<file path="src/rtl/pixel_write_queue.sv">
// pixel_write_queue: range-checks drawer pixels, linearises their address and buffers them in a show-ahead FIFO,
// pulsing oFrameFlushed once every pixel of a finished frame has been written to video memory.
module pixel_write_queue #(
  parameter int X_SCREEN_PIXELS = 160,
  parameter int Y_SCREEN_PIXELS = 120,
  parameter int DEPTH = 8,
  parameter int ADDR_WIDTH = 15
) (
  input  logic                  iClock,
  input  logic                  iResetn,
  input  logic [7:0]            iX,
  input  logic [6:0]            iY,
  input  logic [2:0]            iColour,
  input  logic                  iPlot,
  input  logic                  iFrameDone,
  input  logic                  iMemReady,
  output logic [ADDR_WIDTH-1:0] oMemAddr,
  output logic [2:0]            oMemData,
  output logic                  oMemWe,
  output logic                  oFull,
  output logic                  oOverflow,
  output logic [7:0]            oDropped,
  output logic                  oFrameFlushed
);
  localparam int PW = $clog2(DEPTH);
  localparam int EW = ADDR_WIDTH + 3;
  typedef enum logic [1:0] {IDLE, FLUSH, DONE} state_t;
  state_t state, state_next;
  logic [EW-1:0] mem [DEPTH];
  logic [PW-1:0] wr_ptr, rd_ptr;
  logic [PW:0] count, count_next;
  logic in_range, push, pop;
  logic [ADDR_WIDTH-1:0] addr;
  assign in_range = 32'(iX) < X_SCREEN_PIXELS && 32'(iY) < Y_SCREEN_PIXELS;
  assign addr = ADDR_WIDTH'(iY) * ADDR_WIDTH'(X_SCREEN_PIXELS) + ADDR_WIDTH'(iX);
  assign oFull = count == (PW+1)'(DEPTH);
  assign oMemWe = count != '0;
  assign push = iPlot && in_range && !oFull;
  assign pop = oMemWe && iMemReady;
  assign count_next = count + (PW+1)'(push) - (PW+1)'(pop);
  // Outputs are forced to zero while empty so stale storage never shows after reset.
  assign oMemAddr = oMemWe ? mem[rd_ptr][EW-1:3] : '0;
  assign oMemData = oMemWe ? mem[rd_ptr][2:0] : '0;
  assign oFrameFlushed = state == DONE;
  always_ff @(posedge iClock)
    if (push) mem[wr_ptr] <= {addr, iColour};
  always_ff @(posedge iClock or negedge iResetn)
    if (!iResetn) begin
      wr_ptr <= '0;
      rd_ptr <= '0;
      count <= '0;
      oOverflow <= 1'b0;
      oDropped <= '0;
      state <= IDLE;
    end else begin
      if (push) wr_ptr <= wr_ptr + 1'b1;
      if (pop) rd_ptr <= rd_ptr + 1'b1;
      count <= count_next;
      if (iPlot && in_range && oFull) oOverflow <= 1'b1;
      if (iPlot && !in_range && oDropped != 8'hff) oDropped <= oDropped + 8'd1;
      state <= state_next;
    end
  // Flush completes on the edge that empties the queue, so the pulse lands the cycle after the last pop.
  always_comb begin
    state_next = state == IDLE  ? (iFrameDone ? FLUSH : IDLE) :
                 state == FLUSH ? (count_next == '0 ? DONE : FLUSH) :
                                  (iFrameDone ? FLUSH : IDLE);
  end
endmodule
</file>
<file path="config.mk">
export PLATFORM = sky130hd
export DESIGN_NAME = pixel_write_queue
export DESIGN_NICKNAME = d
export VERILOG_FILES = /design/src/rtl/pixel_write_queue.sv
export SDC_FILE = /design/constraint.sdc
export NUM_CORES = 1
export LEC_CHECK = 0
export CORE_MARGIN = 2
export CORE_UTILIZATION = 40
export CTS_BUF_LIST = sky130_fd_sc_hd__clkbuf_16
export DETAILED_ROUTE_END_ITERATION = 8
export GPL_TIMING_DRIVEN = 1
export PLACE_DENSITY_LB_ADDON = 0.12
export SLEW_MARGIN = 10
export SYNTH_ARGS = -nofsm -noshare
export SYNTH_HDL_FRONTEND = slang
export SYNTH_SLANG_ARGS = --single-unit
</file>
<file path="constraint.sdc">
create_clock -name iClock -period 3.6 [get_ports iClock]
set_input_delay 0.72 -clock iClock [delete_from_list [all_inputs] [get_ports iClock]]
set_output_delay 0.72 -clock iClock [all_outputs]
set_load 0.02 [all_outputs]
</file>
==> qor.txt <==
============================================================================================
Mean cell area of the mapped netlist                                              18.1 sq um
Starting utilization of the core area                                                  0.409
Via count of the first global-routing pass                                             3,875
Fraction of layout instances using a drive strength above 1                            0.200
Placement row count                                                                       48
Worst reg2reg endpoint                                                              state[0]
Overall die height                                                                    137 um
Mux contribution to synthesized area                                                   0.144
GRT Util Overall                                                                       0.160
Register-to-register path setup slack                                                 820 ps
Count of instances resized after the clock tree is built                                   0
Basic-gate share of the synthesized area counting and, or, nand and nor cells         0.0551
Number of buffers added for setup after CTS                                                0
Complex-gate fraction of the synthesized area                                         0.0155
Status                                                                             completed
Arrival time at the worst endpoint                                                   2650 ps
Largest fanout on the critical path                                                       26
RSZ-0062 raised after global routing                                                      no
Final-report max-slew violation count                                                      0
Vias per cell                                                                           5.02
Commonest cells after routing, fill and taps aside                              sky130_fd_sc_hd__edfxtp_1 (144), sky130_fd_sc_hd__clkdlybuf4s50_1 (52), sky130_fd_sc_hd__mux4_2 (36), sky130_fd_sc_hd__nor2_1 (34)
Clock Skews                                                                          7.84 ps
Worst-case setup margin in the final layout                                           229 ps
Fraction of synthesized cell area taken by the top area cell type                      0.614
Peak Freq                                                                          0.297 GHz
Path category of the worst min-delay check                                      flop to flop
WL met1                                                                              5900 um
Hold Violations, Final                                                                     0
Clock tree from TritonCTS                                                               done
Total via count after detailed routing                                                 3,567
DRC Markers                                                                                0
Synthesis-stage register bit count                                                       165
Synthesized-area fraction occupied by adder cells                                     0.0476
# clock sinks                                                                            165
Clock tree buffer depth                                                                    2
Wire length on met2                                                                  6900 um
Post-layout min period                                                               3370 ps
Period utilisation layout                                                              0.936
Final Core Density                                                                     0.495
Global-route wire length before repair                                             21,300 um
Maximum ir drop on the vdd rail                                                   0.000397 V
Number of search-and-repair iterations in the first detailed-routing pass                  4
Summed instance area of the synthesized netlist                                 0.00704 sq mm
Synth unique cells                                                                        44
Max capacitance violation total                                                            0
Relative max-transition margin                                                         0.363
Synth Area in XOR/XNOR                                                                0.0281
YS warnings                                                                                0
Max layer used                                                                          met4
Pre-CTS setup slack                                                                 -60.6 ps
CTS buffer count                                                                          17
Total Wirelength                                                                   13,400 um
Number of nets still failing antenna checks after routing                                  0
Total gr overflow                                                                          0
Most common cell after layout, fill and taps aside                              sky130_fd_sc_hd__edfxtp_1
Kind of end point of the critical path                                          primary output
Layout net count                                                                         520
Sequential element share of the synthesized area                                       0.689
Power density relative to cell area                                              782 mW/mm^2
HPWL reported at the end of detailed placement                                       8590 um
Required @ worst endpoint                                                            2880 ps
Number of cells produced by synthesis                                                    390
Final routed wire length divided by cell count                                       18.9 um
Number of antenna violations at the first check in global routing                          0
Transition at the pin with the smallest max-transition slack                          953 ps
Clock insertion delay at the later pin of the skew report                             420 ps
DRC marker count from the first detailed-route iteration                                 168
Hold path cells                                                                            1
# port buffers                                                                            52
Hold Crit Start                                                                    oOverflow
Floorplan die width                                                                   137 um
Crit Reg-Reg Startpoint                                                             count[2]
Synth area leaders                                                              sky130_fd_sc_hd__edfxtp_1 (61%), sky130_fd_sc_hd__mux4_2 (12%), sky130_fd_sc_hd__dfrtp_1 (7.5%), sky130_fd_sc_hd__ha_1 (3.9%), sky130_fd_sc_hd__mux2i_1 (2.6%)
Leak pwr                                                                             3.09 nW
Buffer type at the clock tree root                                              sky130_fd_sc_hd__clkbuf_16
Setup violation total in the final timing report                                           0
Main combinational cell family by area after synthesis                          multiplexers
Clock-pin slew of the registers on the worst-case setup and hold paths                 60 ps
Filler cell count in the final layout                                                  1,405
Die Outline Area                                                                0.0187 sq mm
Clock H-tree levels                                                                        4
Top cell type by total area after synthesis                                     sky130_fd_sc_hd__edfxtp_1
Worst setup path class                                                          flop to primary output
Pin count of the biggest net entering global routing                                      27
Io pins                                                                                   53
Hold Path Sink                                                                     oOverflow
Startpoint kind of the worst setup timing path                                          flop
Worst reg-to-reg path cell count                                                          13
Area delta synth->final                                                                21.0%
Post-CTS Hold Fix Bufs                                                                     0
ANT cells                                                                                  0
Wire length on met3                                                                   440 um
Net Count, Synth                                                                         438
Placer's final routability congestion estimate                                         0.726
Floorplan core area                                                             0.0172 sq mm
============================================================================================
## where the power goes
group          internal (mW)  total, mW  switching, mW
registers               2.40       2.55          0.153
clock network          0.998       1.68          0.686
logic                   1.19       2.43           1.24
## layout make-up
type,count,area [sq um],share of cell area
clock buffer,17,425,0.0499
timing repair buffer,76,713,0.0837
multi-input combinational,192,2050,0.241
clock inverter,15,125,0.0147
sequential,165,4850,0.569
tap,225,282,0.0330
inverter,20,75.1,0.00881
## how the worst max path moves through the flow
stage                        end  slack, ps       from  cells past startpoint
floorplan             mem[0][17]        500      iY[1]                      7
global placement      mem[0][17]        -50      iY[1]                      9
detailed placement    mem[1][17]        -60      iY[1]                      9
CTS                 oMemAddr[12]        140  rd_ptr[0]                      5
global route        oMemAddr[12]         80  rd_ptr[0]                      5
finish              oMemAddr[12]        230  rd_ptr[0]                      5
## worst max-delay path, stage by stage (launching register included)
cell                              delay [ps]
sky130_fd_sc_hd__dfrtp_2                 590
sky130_fd_sc_hd__buf_12                  300
sky130_fd_sc_hd__mux4_2                  540
sky130_fd_sc_hd__mux2i_1                 200
sky130_fd_sc_hd__nor2_1                   60
sky130_fd_sc_hd__clkdlybuf4s50_1         530
## per-layer routing
layer,up-vias,global-route usage
met5,-,0
met4,0,0.0648
met3,17,0.0381
met2,69,0.270
met1,1813,0.198
li1,1668,-
## synthesized netlist by cell type
| library cell | count |
|---|---|
| sky130_fd_sc_hd__clkbuf_1 | 2 |
| sky130_fd_sc_hd__xor2_1 | 7 |
| sky130_fd_sc_hd__fa_1 | 3 |
| sky130_fd_sc_hd__a21o_1 | 3 |
| sky130_fd_sc_hd__nand3_1 | 5 |
| sky130_fd_sc_hd__a41o_1 | 1 |
| sky130_fd_sc_hd__buf_2 | 6 |
| sky130_fd_sc_hd__nand2b_1 | 2 |
| sky130_fd_sc_hd__or3_1 | 1 |
| sky130_fd_sc_hd__or3_4 | 1 |
| sky130_fd_sc_hd__and4b_1 | 1 |
| sky130_fd_sc_hd__mux2i_1 | 18 |
| sky130_fd_sc_hd__edfxtp_1 | 144 |
| sky130_fd_sc_hd__o21ai_0 | 2 |
| sky130_fd_sc_hd__a221o_2 | 1 |
| sky130_fd_sc_hd__o21ai_2 | 1 |
| sky130_fd_sc_hd__mux2_1 | 2 |
| sky130_fd_sc_hd__and2_1 | 3 |
| sky130_fd_sc_hd__nand2_1 | 11 |
| sky130_fd_sc_hd__nor2_4 | 1 |
| sky130_fd_sc_hd__nor3_1 | 2 |
| sky130_fd_sc_hd__inv_1 | 19 |
| sky130_fd_sc_hd__or2_2 | 1 |
| sky130_fd_sc_hd__dfrtp_1 | 21 |
| sky130_fd_sc_hd__ha_1 | 22 |
| sky130_fd_sc_hd__and3_1 | 2 |
| sky130_fd_sc_hd__xnor3_1 | 1 |
| sky130_fd_sc_hd__nor2_1 | 34 |
| sky130_fd_sc_hd__nor2b_1 | 2 |
| sky130_fd_sc_hd__a21oi_1 | 5 |
| sky130_fd_sc_hd__o21ai_1 | 1 |
| sky130_fd_sc_hd__and2b_1 | 1 |
| sky130_fd_sc_hd__nor4b_2 | 1 |
| sky130_fd_sc_hd__nor3_2 | 1 |
| sky130_fd_sc_hd__and4_1 | 2 |
| sky130_fd_sc_hd__inv_2 | 1 |
| sky130_fd_sc_hd__nand3b_1 | 1 |
| sky130_fd_sc_hd__mux4_2 | 36 |
| sky130_fd_sc_hd__nand4_2 | 1 |
| sky130_fd_sc_hd__o21bai_1 | 1 |
| sky130_fd_sc_hd__o41ai_1 | 1 |
| sky130_fd_sc_hd__xnor2_1 | 13 |
| sky130_fd_sc_hd__buf_4 | 5 |
| sky130_fd_sc_hd__nor3b_2 | 1 |
## cells by family (layout without fill, tap and decap cells)
logic type               after synthesis  count (layout)
AO/OA/AOI/OAI                         16              16
multiplexers                          56              56
buffers and inverters                 33             128
XOR/XNOR                              21              21
AND/OR/NAND/NOR                       74              74
adder cells (fa/ha/maj)               25              25
flip-flops                           165             165
## state kept, by name, summed over array words and instances (netlist names)
register,count
count,4
mem,144
oDropped,8
oOverflow,1
rd_ptr,3
state,2
wr_ptr,3
## through the flow
step	cells	hold WS [ps]	total power, mW	instance area [sq um]	TNS [ps]
CTS	710	480	6.77	8520	0
finish	710	481	6.66	8520	0
global route	710	507	7.03	8520	0
global placement	678	460	5.04	7970	-404
floorplan	390	424	4.15	7040	0
detailed placement	678	461	5.09	7970	-889
Power figures use the tool's default switching activity.
